**config.mk**
```make
export PLATFORM = sky130hd
export DESIGN_NAME = npc_unit
export DESIGN_NICKNAME = d
export VERILOG_FILES = /design/src/rtl/npc_unit_pkg.sv /design/src/rtl/npc_calc.sv /design/src/rtl/npc_unit.sv
export SDC_FILE = /design/constraint.sdc
export NUM_CORES = 1
export LEC_CHECK = 0
export ABC_CLOCK_PERIOD_IN_PS = 4110
export CAP_MARGIN = 0
export CORE_MARGIN = 1.5
export CORE_UTILIZATION = 63
export DETAILED_ROUTE_END_ITERATION = 7
export DONT_BUFFER_PORTS = 1
export PLACE_DENSITY = 0.77
export SLEW_MARGIN = 20
export SYNTH_ARGS = -nofsm -noshare
export SYNTH_HDL_FRONTEND = slang
export SYNTH_HIERARCHICAL = 1
export SYNTH_SLANG_ARGS = --single-unit
```
**constraint.sdc**
```tcl
create_clock -name clk -period 4.11 [get_ports clk]
set_input_delay 0.411 -clock clk [delete_from_list [all_inputs] [get_ports clk]]
set_output_delay 0.411 -clock clk [all_outputs]
set_load 0.005 [all_outputs]
```
**src/rtl/npc_unit_pkg.sv**
```systemverilog
// Shared encodings for the next-PC sequencer: npc_op selector and run/halt/fault states.
package npc_unit_pkg;

  typedef enum logic [1:0] {
    NPC_PLUS4  = 2'b00,
    NPC_BRANCH = 2'b01,
    NPC_JUMP   = 2'b10,
    NPC_JR     = 2'b11
  } npc_op_e;

  typedef enum logic [1:0] {
    NPC_ST_RUN   = 2'b00,
    NPC_ST_HALT  = 2'b01,
    NPC_ST_FAULT = 2'b10
  } npc_state_e;

  localparam logic [31:0] NPC_PC_RESET_DEF = 32'h0000_3000;

endpackage

```
**src/rtl/npc_calc.sv**
```systemverilog
// Combinational next-PC target, branch-taken and alignment check for the MIPS datapath.
// NPC_PERF_EN additionally exports the branch-taken decision for the event counters.
module npc_calc
  import npc_unit_pkg::*;
#(
  parameter int PC_W = 32
) (
  input  logic [PC_W-1:0] pc,
  input  logic [1:0]      npc_op,
  input  logic            br_ne,
  input  logic            zero,
  input  logic [15:0]     imm16,
  input  logic [25:0]     jidx26,
  input  logic [PC_W-1:0] rs_val,
  output logic [PC_W-1:0] pc_plus4,
  output logic [PC_W-1:0] target,
  output logic            misalign
`ifdef NPC_PERF_EN
  ,
  output logic            taken
`endif
);

  logic signed [PC_W-1:0] br_off;
  logic                   br_taken;

  assign pc_plus4 = pc + PC_W'(4);
  // Word offset scaled to bytes; sign extension lets the add wrap modulo 2^PC_W.
  assign br_off   = {{(PC_W-18){imm16[15]}}, imm16, 2'b00};
  assign br_taken = br_ne ? ~zero : zero;

  always_comb begin
    target = pc_plus4;
    case (npc_op_e'(npc_op))
      NPC_BRANCH: if (br_taken) target = pc_plus4 + $unsigned(br_off);
      NPC_JUMP:   target = {pc_plus4[PC_W-1:PC_W-4], jidx26, 2'b00};
      NPC_JR:     target = rs_val;
      default:    target = pc_plus4;
    endcase
  end

  assign misalign = |target[1:0];

`ifdef NPC_PERF_EN
  assign taken = br_taken;
`endif

endmodule

```
**src/rtl/npc_unit.sv**
```systemverilog
// PC register and run/halt/fault sequencer; target selection lives in npc_calc.
// Define NPC_PERF_EN to add the br_taken_cnt / jump_cnt event counters.
module npc_unit
  import npc_unit_pkg::*;
#(
  parameter logic [31:0] PC_RESET = NPC_PC_RESET_DEF,
  parameter int          PC_W     = 32
) (
  input  logic            clk,
  input  logic            rst_n,
  input  logic            pc_en,
  input  logic [1:0]      npc_op,
  input  logic            br_ne,
  input  logic            zero,
  input  logic [15:0]     imm16,
  input  logic [25:0]     jidx26,
  input  logic [PC_W-1:0] rs_val,
  input  logic            halt_req,
  output logic [PC_W-1:0] pc,
  output logic [PC_W-1:0] pc_plus4,
  output logic            halted,
  output logic            fault
`ifdef NPC_PERF_EN
  ,
  output logic [31:0]     br_taken_cnt,
  output logic [31:0]     jump_cnt
`endif
);

  npc_state_e      state_q;
  logic [PC_W-1:0] pc_q;
  logic [PC_W-1:0] target;
  logic            misalign;
  logic            halted_q;
  logic            fault_q;
`ifdef NPC_PERF_EN
  logic            taken;
`endif

  npc_calc #(.PC_W(PC_W)) u_calc (
    .pc       (pc_q),
    .npc_op   (npc_op),
    .br_ne    (br_ne),
    .zero     (zero),
    .imm16    (imm16),
    .jidx26   (jidx26),
    .rs_val   (rs_val),
    .pc_plus4 (pc_plus4),
    .target   (target),
    .misalign (misalign)
`ifdef NPC_PERF_EN
    ,
    .taken    (taken)
`endif
  );

  // halt_req outranks a misaligned target, which in turn blocks the PC update.
  always_ff @(posedge clk or negedge rst_n) begin
    if (!rst_n) begin
      state_q  <= NPC_ST_RUN;
      pc_q     <= PC_RESET;
      halted_q <= 1'b0;
      fault_q  <= 1'b0;
    end else begin
      case (state_q)
        NPC_ST_RUN: begin
          if (halt_req) begin
            state_q  <= NPC_ST_HALT;
            halted_q <= 1'b1;
          end else if (pc_en) begin
            if (misalign) begin
              state_q  <= NPC_ST_FAULT;
              halted_q <= 1'b1;
              fault_q  <= 1'b1;
            end else begin
              pc_q <= target;
            end
          end
        end
        default: begin
          state_q <= state_q;
        end
      endcase
    end
  end

  assign pc     = pc_q;
  assign halted = halted_q;
  assign fault  = fault_q;

`ifdef NPC_PERF_EN
  logic        commit;
  logic        is_branch;
  logic        is_jump;
  logic [31:0] br_cnt_q, br_cnt_d;
  logic [31:0] jmp_cnt_q, jmp_cnt_d;

  assign commit    = (state_q == NPC_ST_RUN) && pc_en && !halt_req && !misalign;
  assign is_branch = (npc_op_e'(npc_op) == NPC_BRANCH);
  assign is_jump   = (npc_op_e'(npc_op) == NPC_JUMP) || (npc_op_e'(npc_op) == NPC_JR);
  assign br_cnt_d  = br_cnt_q + 32'd1;
  assign jmp_cnt_d = jmp_cnt_q + 32'd1;

  always_ff @(posedge clk or negedge rst_n) begin
    if (!rst_n) begin
      br_cnt_q  <= '0;
      jmp_cnt_q <= '0;
    end else if (commit) begin
      if (is_branch && taken) br_cnt_q <= br_cnt_d;
      if (is_jump)            jmp_cnt_q <= jmp_cnt_d;
    end
  end

  assign br_taken_cnt = br_cnt_q;
  assign jump_cnt     = jmp_cnt_q;
`endif

endmodule

```
==> results.md, run 1 <==
* Initial core utilization at around two thirds
* Final Hold Viols at 0
* Critical Path RT at 4.29 ns
* Mapped Nets at between 600 and 700
* Slowest CP cell: mux4_2
* Input/output buffers at 0
* CP Launch Type: register
* Most common cell after layout, fill and taps aside: buf_4
* Top FF cell, synth: dfrtp_1
* Global-route wire length before repair at between 20000 and 25000 um
* Post-route cell area at 5390 um2
* Critical path endpoint category: register
* CP peak stage delay at around 0.45 ns
* Die width at between 80 and 90 um
* Routed via count at a little under 5000
* Crit path top cell by count: a21oi_1
* Mapped Cells at approximately 560
* LEAKAGE at roughly 2.6 nW
* Async set or reset register ratio after synthesis at between 90% and 100%
* RSZ-0062 raised after global routing: true
* Detailed Route WL at about 16000 um
* Gr ovfl total at 0
* Crit-path leading delay family: simple AND/OR/NAND/NOR gates
* Final core utilization at approximately three quarters
* Post-synth top area share at approximately 18%
* Max clock buf depth at 2
* Hold Path Origin: halt_req
* Max Cap Viol at 0
* Outcome: complete, no violations
* Period utilisation layout at 98.0%
* Starting DRT DRC Count at ~580
* IO Count at roughly 150
* Largest net degree at the start of global routing at 38
* Worst min-delay path class: input pin to register
* Crit path cell chain: buf_4, and3_1, nand4_1, nor2_2, nand3_1, xnor2_2, ha_1, a21oi_1, o21ai_0, a41oi_1, a311oi_2, nor2_1, xnor2_1, a21oi_1, mux4_2, mux2_4
* WP data arrival at 4.21 ns
* Critical-path maximum fanout at 6
* Slew Limit Fails at 0
* Routed WL per cell at 22.7 um
* Remaining design rule violation count at 0
* Site Rows at 31
* Clock-pin slew on the worst setup and hold paths at approximately 0.070 ns
* Power per cell area at slightly above 200 nW/um2
* Layout Area Growth over Synthesis at 13.8%
* Worst Tran Pin Value at 0.834 ns
* Routed vias/inst at a little under 7
* Worst R2R Start: pc[4]
* Vias in the first global route at about 4200
* DP Cell Count at roughly 690
* Slew HR at 44.4%
* Final GP Congestion at between 1 and 1.5
* DPL Wire Length at 12500 um
* Final net count at approximately 720
* Yosys warns at 6
* Antenna violations before repair at 1
* CTS root buf: clkbuf_8
* Clock latency on the worst-skew pair at between 0.2 and 0.3 ns
* Register bit total from synthesis at 36
* Total Routing Usage GR at roughly two fifths
* Setup crit start: pc[4]
* CTS H-Tree Depth at 2
* Drt first pass iters at 5
* TNS Setup at 0 ns
* Synth cell types at between 70 and 80
* Buffers and inverters on the worst path at 1
* Critical path class: register to register
* Maximum VDD drop at about 99 uV
* WHS at 0.244 ns
* Finish-stage setup viols at 0
* Die Y-Extent at between 80 and 90 um
* Die area at ~8000 um2
* Post-DP Area at between 5000 and 6000 um2
* TritonCTS Buffers at 5
* CTS Sinks at 36
* Fraction of layout cells with a size suffix above 1 at 24.8%
* Synth Cell Area at between 4000 and 5000 um2
* Most frequent cells in the layout: buf_4 (59), nand2_1 (50), nor2_1 (45), a21oi_1 (42), o21ai_0 (35)
* EDFF count, synth at 0
* Min cycle time layout at between 4 and 5 ns
* Layout Cells excl Fill at between 700 and 800
* TritonCTS clock tree: done
* Antenna Nets Post-Route at 0
* Core area at 7250 um2
* Setup Skew at between 0.008 and 0.009 ns
* Max Freq at between 0.2 and 0.25 GHz
* Sequential-to-total area share from yosys stat at 19.1%
* Post-synth top area cell: dfrtp_1
* Post-Syn Area per Cell at between 8 and 9 um2
* Top post-synthesis cells by area: dfrtp_1 (18%), mux2_4 (9.5%), ha_1 (9.0%), xnor2_1 (6.1%), a21oi_1 (4.4%)
flip-flops by register name (all words and copies together) (netlist names):
name	cells
fault	1
state_q	2
halted	1
pc	32
final cells by class:
type | count | area [um2]
Multi-Input combinational cell | 474 | 3690
Antenna cell | 2 | 5.00
Clock inverter | 2 | 35.0
Inverter | 22 | 82.6
Fill cell | 527 | 1870
Tap cell | 99 | 124
Sequential cell | 36 | 905
Timing Repair Buffer | 61 | 473
Clock buffer | 6 | 72.6
worst paths after layout:
kind	to	slack, ns	cells after the start
worst max-delay path	pc[23]	0.08	16
worst min-delay path	state_q[0]	0.24	1
worst min register to register	halted	0.51	1
max in group asynchronous	pc[13]	3.29	2
worst max register to register	pc[23]	0.08	16
min in group asynchronous	pc[2]	0.56	2
timing repair:
| item | in CTS | in global routing |
|---|---|---|
| gates resized for setup | 1 | 26 |
| endpoints found under the hold margin | 36 | 0 |
| setup endpoints to repair | 2 | 13 |
| pin swaps | 0 | 7 |
| buffers inserted | 0 | 2 |
| hold buffers | 2 | 0 |
synth_stat cells, types with 4 or more instances:
cell type and count:
a21o_1 12, a21oi_1 42, a221oi_1 4, a22oi_1 5, a31oi_1 5, and3_1 5
buf_6 5, clkbuf_1 13, dfrtp_1 34, ha_1 34, inv_1 21, mux2_4 30
mux2i_1 9, mux4_2 8, nand2_1 50, nand3_1 23, nand4_1 14, nor2_1 50
nor2b_1 4, nor3_1 8, o21ai_0 39, o21bai_1 8, o31a_1 4, o31ai_1 4
xnor2_1 33, xor2_1 16
metrics by stage:
step           setup WS [ns]  total power, mW
2_1_floorplan          0.216            0.672
3_3_place_gp          0.0909            0.758
3_5_place_dp         -0.0268            0.767
4_1_cts               0.0313             1.08
5_1_grt              -0.0582             1.15
6_report              0.0827             1.10
cell families (layout without fill, tap and decap cells):
family / after synthesis / in the layout / synth area share [%]
buffers and inverters: 47 / 91 / 5.39
adders and majority gates: 35 / 35 / 9.41
and+or+nand+nor: 174 / 174 / 17.5
AOI/OAI and AO/OA: 166 / 166 / 23.6
other: 0 / 2 / 0
muxes: 50 / 50 / 15.9
xor gates and xnor gates: 49 / 49 / 9.07
DFF: 36 / 36 / 19.1
where the power goes:
| group | internal, mW | switching (mW) |
|---|---|---|
| logic | 0.181 | 0.234 |
| registers | 0.366 | 0.0141 |
| clock network | 0.180 | 0.124 |
| total | 0.727 | 0.372 |
routing by layer:
metal | up-vias | track usage, % | routed length, um
met3 | 38 | 12.6 | 2320
met4 | 0 | 9.51 | 368
met2 | 340 | 54.2 | 6800
li1 | 2162 | - | -
met5 | - | 0 | 0
met1 | 2300 | 55.1 | 6470
No activity file was read; power rests on OpenSTA's default activity.
==> run 2, diff against run 1 <==
Settings changed: ABC_CLOCK_PERIOD_IN_PS 4110 to 3500, CORE_UTILIZATION 63 to 60.
Clock period 4.11 ns to 3.5 ns, I/O delays scaled along.
==> run 2 against run 1 <==
The run now ends with DRC, setup timing left. Combinational power rose by 73%. Die area is 4.8% higher. Critical path depth is 1 lower. Design area rose by 30%. Critical path type unchanged.
==> results.md, run 2 (synthesized netlist as in run 1, its figures left out) <==
* Gr ovfl total at 0
* Maximum VDD drop at roughly 170 uV
* LEAKAGE at ~3.4 nW
* Clock-pin slew on the worst setup and hold paths at 0.09 ns
* Max clock buf depth at 2
* Power per cell area at roughly 220 nW/um2
* Period utilisation layout at 123%
* Core area at 7690 um2
* Die Y-Extent at slightly above 90 um
* Antenna violations before repair at 0
* Die width at 91.8 um
* CTS root buf: clkbuf_8
* Setup Skew at 0.0157 ns
* Net Sw Frac at around two fifths
* Outcome: finished, violations left
* RSZ-0062 raised after global routing: true
* Switching power at 0.596 mW
* Tot Pwr at approximately 1.6 mW
* WHS at ~0.15 ns
* Starting DRT DRC Count at 1180
* Largest net degree at the start of global routing at 38
* Max Cap Viol at 0
* Antenna Nets Post-Route at 0
* TritonCTS clock tree: done
* Final GP Congestion at between 1 and 1.5
* Site Rows at 32
* Fraction of layout cells with a size suffix above 1 at ~48%
* Final Worst Setup Slack at -0.819 ns
* TritonCTS Buffers at 5
* Most frequent cells in the layout: buf_4 (166), nand2_1 (46), nor2_1 (39), dfrtp_1 (34), mux2_4 (30)
* Min cycle time layout at between 4 and 5 ns
* Remaining design rule violation count at 1
* Most common cell after layout, fill and taps aside: buf_4
* Worst Tran Pin Value at 0.771 ns
* Die area at around 8400 um2
* Failing checks: DRC, setup timing
* Slew Limit Fails at 0
* DPL Wire Length at approximately 14000 um
* Critical-path maximum fanout at 5
* Routed vias/inst at about 7.6
* Critical path endpoint category: register
* IO Count at between 100 and 150
* Input/output buffers at 0
* WP data arrival at ~4.5 ns
* Slew HR at a little under half
* Cell Int Power at slightly below 1 mW
* Clock latency on the worst-skew pair at between 0.3 and 0.4 ns
* Vias in the first global route at approximately 5600
* Routed WL per cell at between 20 and 30 um
* Post-Place Setup Slack at -0.395 ns
* Finish-stage setup viols at 21
* Sequential Power Share at 28.7%
* Worst min-delay path class: input pin to register
* Detailed Route WL at 24100 um
* Global-route wire length before repair at approximately 32000 um
* Routed via count at 6208
* Combinational share of power at 45.8%
* Critical Path RT at 3.70 ns
* CTS H-Tree Depth at 2
* CP Launch Type: register
* Largest register FFs at 32
* Fill cells at 308
* Drt first pass iters at 8
* Layout Area Growth over Synthesis at 47.8%
* Max Freq at ~0.23 GHz
* CTS Sinks at 36
* Final Hold Viols at 0
* TNS Setup at -8.68 ns
* Final net count at roughly 830
* Diodes inserted at 0
* Initial core utilization at about three fifths
* Critical path class: register to register
* Clock network power share at about a quarter
* Total Routing Usage GR at about 50%
run 2: cell types whose count changed in the layout (fill, tap and decap cells not counted), moves of 9 or more:
cell,before,now
ha_1,30,15
buf_4,59,166
ha_4,0,17
o21ai_0,35,26
a21oi_1,42,28
a21oi_2,0,13
xnor2_1,26,17
run 2: timing repair:
action | 4_1_cts | 5_1_grt
cloned | 0 | 0
setup buffers | 20 | 16
endpoints found under the hold margin | 36 | 0
resized for setup | 66 | 71
pin swaps | 45 | 61
hold buffers | 2 | 0
setup endpoints to repair | 17 | 21
run 2: per-stage QoR:
stage	instance area (um2)	utilization, %	instances
6_report	6990	91.0	819
5_1_grt	6990	91.0	819
4_1_cts	6530	84.9	808
3_5_place_dp	5840	76.0	778
3_3_place_gp	5840	76.0	778
2_1_floorplan	4800	-	557
run 2: final cells by class:
class                   count  area (um2)  area share (%)
flip-flops and latches     36         903            12.9
repair buffers            177        1400            19.9
well taps                 102         128            1.82
clock inverters             3        42.5           0.608
clock buffers               5        68.8           0.984
multi-input cells         474        4370            62.5
inverters                  22        82.6            1.18
run 2: path summary, 6_finish.rpt:
check / slack [ns] / to / start / cells after the start
setup reg to reg: -0.82 / pc[23] / pc[2] / 15
hold reg to reg: 0.52 / halted / halted / 2
min in group asynchronous: 0.50 / pc[21] / rst_n / 2
setup / recovery: -0.82 / pc[23] / pc[2] / 15
max in group asynchronous: 2.74 / pc[12] / rst_n / 2
hold / removal: 0.15 / state_q[0] / halt_req / 1
run 2: worst max-delay path, cell delays in order (launching register included):
cell	delay, ns
dfrtp_1	0.41
ha_2	0.22
nand4_1	0.29
nor2_4	0.27
nand3_1	0.16
xnor2_2	0.22
ha_4	0.34
nand2_1	0.12
o21ai_0	0.34
a41oi_2	0.20
a311oi_2	0.34
nor2_1	0.11
xnor2_1	0.27
a21oi_1	0.10
mux4_2	0.51
mux2_4	0.30
run 2: layer usage:
| layer | wire [um] | global-route usage [%] | share of wire, % |
|---|---|---|---|
| met5 | 0 | 0 | 0 |
| met4 | 2000 | 24.5 | 8.3 |
| met3 | 3840 | 14.9 | 16 |
| met2 | 10100 | 77.5 | 42 |
| met1 | 8150 | 64.9 | 34 |
run 2: power by group through the flow:
stage,registers [mW],logic [mW],clock network [mW]
global placement,0.450,0.517,0
global route,0.449,0.737,0.407
detailed placement,0.452,0.533,0
CTS,0.445,0.599,0.371
finish,0.449,0.716,0.399
floorplan,0.456,0.336,0
==> run 3, diff against run 2 <==
Settings changed: MAX_ROUTING_LAYER set to met4.
==> run 3 against run 2 <==
The flow finishes with violations (setup timing). Critical path depth is 1 higher. Flip-flop and latch count stayed put. Clock skew fell by 0.0072 ns. Worst setup slack better by 0.090 ns. Register-to-register slack better by 0.09 ns. Clock power is 5% lower. Clock-buffer cell count unchanged. Fmax rose by 2.1%. Non-clock buffer count rose by 6. Critical endpoint is now pc[17]. Largest cell class unchanged. Largest power group unchanged.
==> results.md, run 3 (synthesized netlist as in run 1, its figures left out) <==
* Outcome: finished, violations left
* Failing checks: setup timing
* Global-route wire length before repair at ~31000 um
* Die width at 91.8 um
* Crit-path leading delay family: simple AND/OR/NAND/NOR gates
* CTS Sinks at 36
* Final GP Congestion at 1.09
* Buffers and inverters on the worst path at 3
* RSZ-0062 raised after global routing: true
* CTS H-Tree Depth at 2
* Routed WL per cell at between 20 and 30 um
* Clock latency on the worst-skew pair at 0.30 ns
* Input/output buffers at 0
* Starting DRT DRC Count at 1216
* Hold Crit Endpoint: state_q[0]
* Final Hold Viols at 0
* Slowest CP cell: mux4_2
* Crit path cell chain: nand2_2, or3_4, nor2_4, nand4_1, xnor2_2, ha_1, buf_4, buf_6, inv_1, o21bai_1, a21oi_2, o21ai_1, xnor2_1, a21oi_1, mux4_2, mux2_4
* LEAKAGE at 3.39 nW
* Largest register FFs at 32
* Antenna violations before repair at 0
* Die Y-Extent at 91.8 um
* Detailed Route WL at 23700 um
* Critical-path maximum fanout at 4
* CTS root buf: clkbuf_8
* Critical path endpoint category: register
* Gr ovfl total at 0
* Die area at ~8400 um2
* CP peak stage delay at ~0.54 ns
* Finish-stage setup viols at 20
* Total Routing Usage GR at around half
* IO Count at roughly 150
* Vias in the first global route at 5429
* Worst r2r dst: pc[17]
* Site Rows at 32
* Critical path class: register to register
* Most frequent cells in the layout: buf_4 (176), nand2_1 (47), nor2_1 (39), dfrtp_1 (34), mux2_4 (30)
* Layout Area Growth over Synthesis at 48.0%
* Largest net degree at the start of global routing at 38
* Routed vias/inst at 7.48
* Max Freq at about 0.24 GHz
* Most common cell after layout, fill and taps aside: buf_4
* Worst R2R Start: pc[3]
* Final net count at 839
* Drt first pass iters at 7
* Remaining design rule violation count at 0
* Slew HR at 35.0%
* WP data arrival at roughly 4.4 ns
* Max clock buf depth at 2
* CP Launch Type: register
* Power per cell area at 220 nW/um2
* Fraction of layout cells with a size suffix above 1 at between 40% and 50%
* Min cycle time layout at between 4 and 5 ns
* Antenna Nets Post-Route at 0
* Final Worst Setup Slack at -0.729 ns
* Setup slack, reg-to-reg at -0.73 ns
* Final core utilization at around nine tenths
* Tot Pwr at 1.54 mW
* DPL Wire Length at 14300 um
* Critical Path RT at approximately 3.7 ns
* Max Cap Viol at 0
* R2R depth at 16
* Maximum VDD drop at around 180 uV
* TritonCTS Buffers at 5
* Hold path depth at 1
* Setup crit start: pc[3]
* Routed via count at between 6000 and 7000
* Clock-pin slew on the worst setup and hold paths at roughly 0.080 ns
* Worst min-delay path class: input pin to register
* Initial core utilization at between 60 and 70%
* TritonCTS clock tree: done
* Diodes inserted at 0
* Core area at 7690 um2
* Hold Path Origin: halt_req
* Setup Skew at about 0.0085 ns
* Fill cells at 322
* Period utilisation layout at 121%
* Slew Limit Fails at 0
* Worst Tran Pin Value at around 0.95 ns
run 3: cell types whose count changed in the layout (fill, tap and decap cells not counted), moves of 4 or more:
cell	delta
buf_6	-4
a21oi_2	-4
ha_4	-4
xor2_2	+5
buf_4	+10
ha_1	+5
run 3: stage by stage:
stage / hold WS, ns / setup WS, ns / TNS, ns / instances / cell area (um2)
2_1_floorplan: 0.0544 / -0.196 / -1.16 / 557 / 4800
3_3_place_gp: 0.0550 / -0.303 / -2.52 / 784 / 5890
3_5_place_dp: 0.0551 / -0.449 / -4.21 / 784 / 5890
4_1_cts: 0.169 / -0.307 / -2.73 / 806 / 6470
5_1_grt: 0.179 / -0.685 / -8.79 / 825 / 7000
6_report: 0.189 / -0.729 / -8.26 / 825 / 7000
run 3: per-layer routing:
metal / global-route usage (%) / wire, um / up-vias
met2: 74.4 / 10200 / 761
li1: - / - / 2387
met5: - / 0 / -
met4: 18.7 / 1710 / 0
met1: 62.6 / 7910 / 2817
met3: 15.6 / 3830 / 209
run 3: worst max path at each step:
| stage | to | slack, ns | cells past startpoint |
|---|---|---|---|
| global placement | pc[23] | -0.30 | 15 |
| finish | pc[17] | -0.73 | 16 |
| detailed placement | pc[23] | -0.45 | 15 |
| floorplan | pc[23] | -0.20 | 15 |
| global route | pc[23] | -0.68 | 16 |
| CTS | pc[23] | -0.31 | 14 |
run 3: power breakdown:
part           internal, mW  total (mW)  leakage, nW  switching [mW]
clock network         0.211       0.381       0.0541           0.170
registers             0.429       0.446        0.478          0.0163
logic                 0.329       0.717         2.86           0.388
total                 0.969        1.54         3.39           0.574
run 3: timing repair:
item / 4_1_cts / 5_1_grt
endpoints found under the setup margin: 18 / 22
hold buffers: 2 / 0
hold endpoints to repair: 36 / 0
pin swaps: 36 / 55
gates resized for setup: 61 / 67
buffers inserted: 12 / 20
run 3: area by class of cell:
| cell class | instances | area, um2 | share of cell area [%] |
|---|---|---|---|
| Multi-Input combinational cell | 474 | 4350 | 62.2 |
| Timing Repair Buffer | 183 | 1430 | 20.3 |
| Sequential cell | 36 | 903 | 12.9 |
| Tap cell | 102 | 128 | 1.82 |
| Inverter | 22 | 82.6 | 1.18 |
| Clock buffer | 5 | 68.8 | 0.982 |
| Clock inverter | 3 | 42.5 | 0.607 |
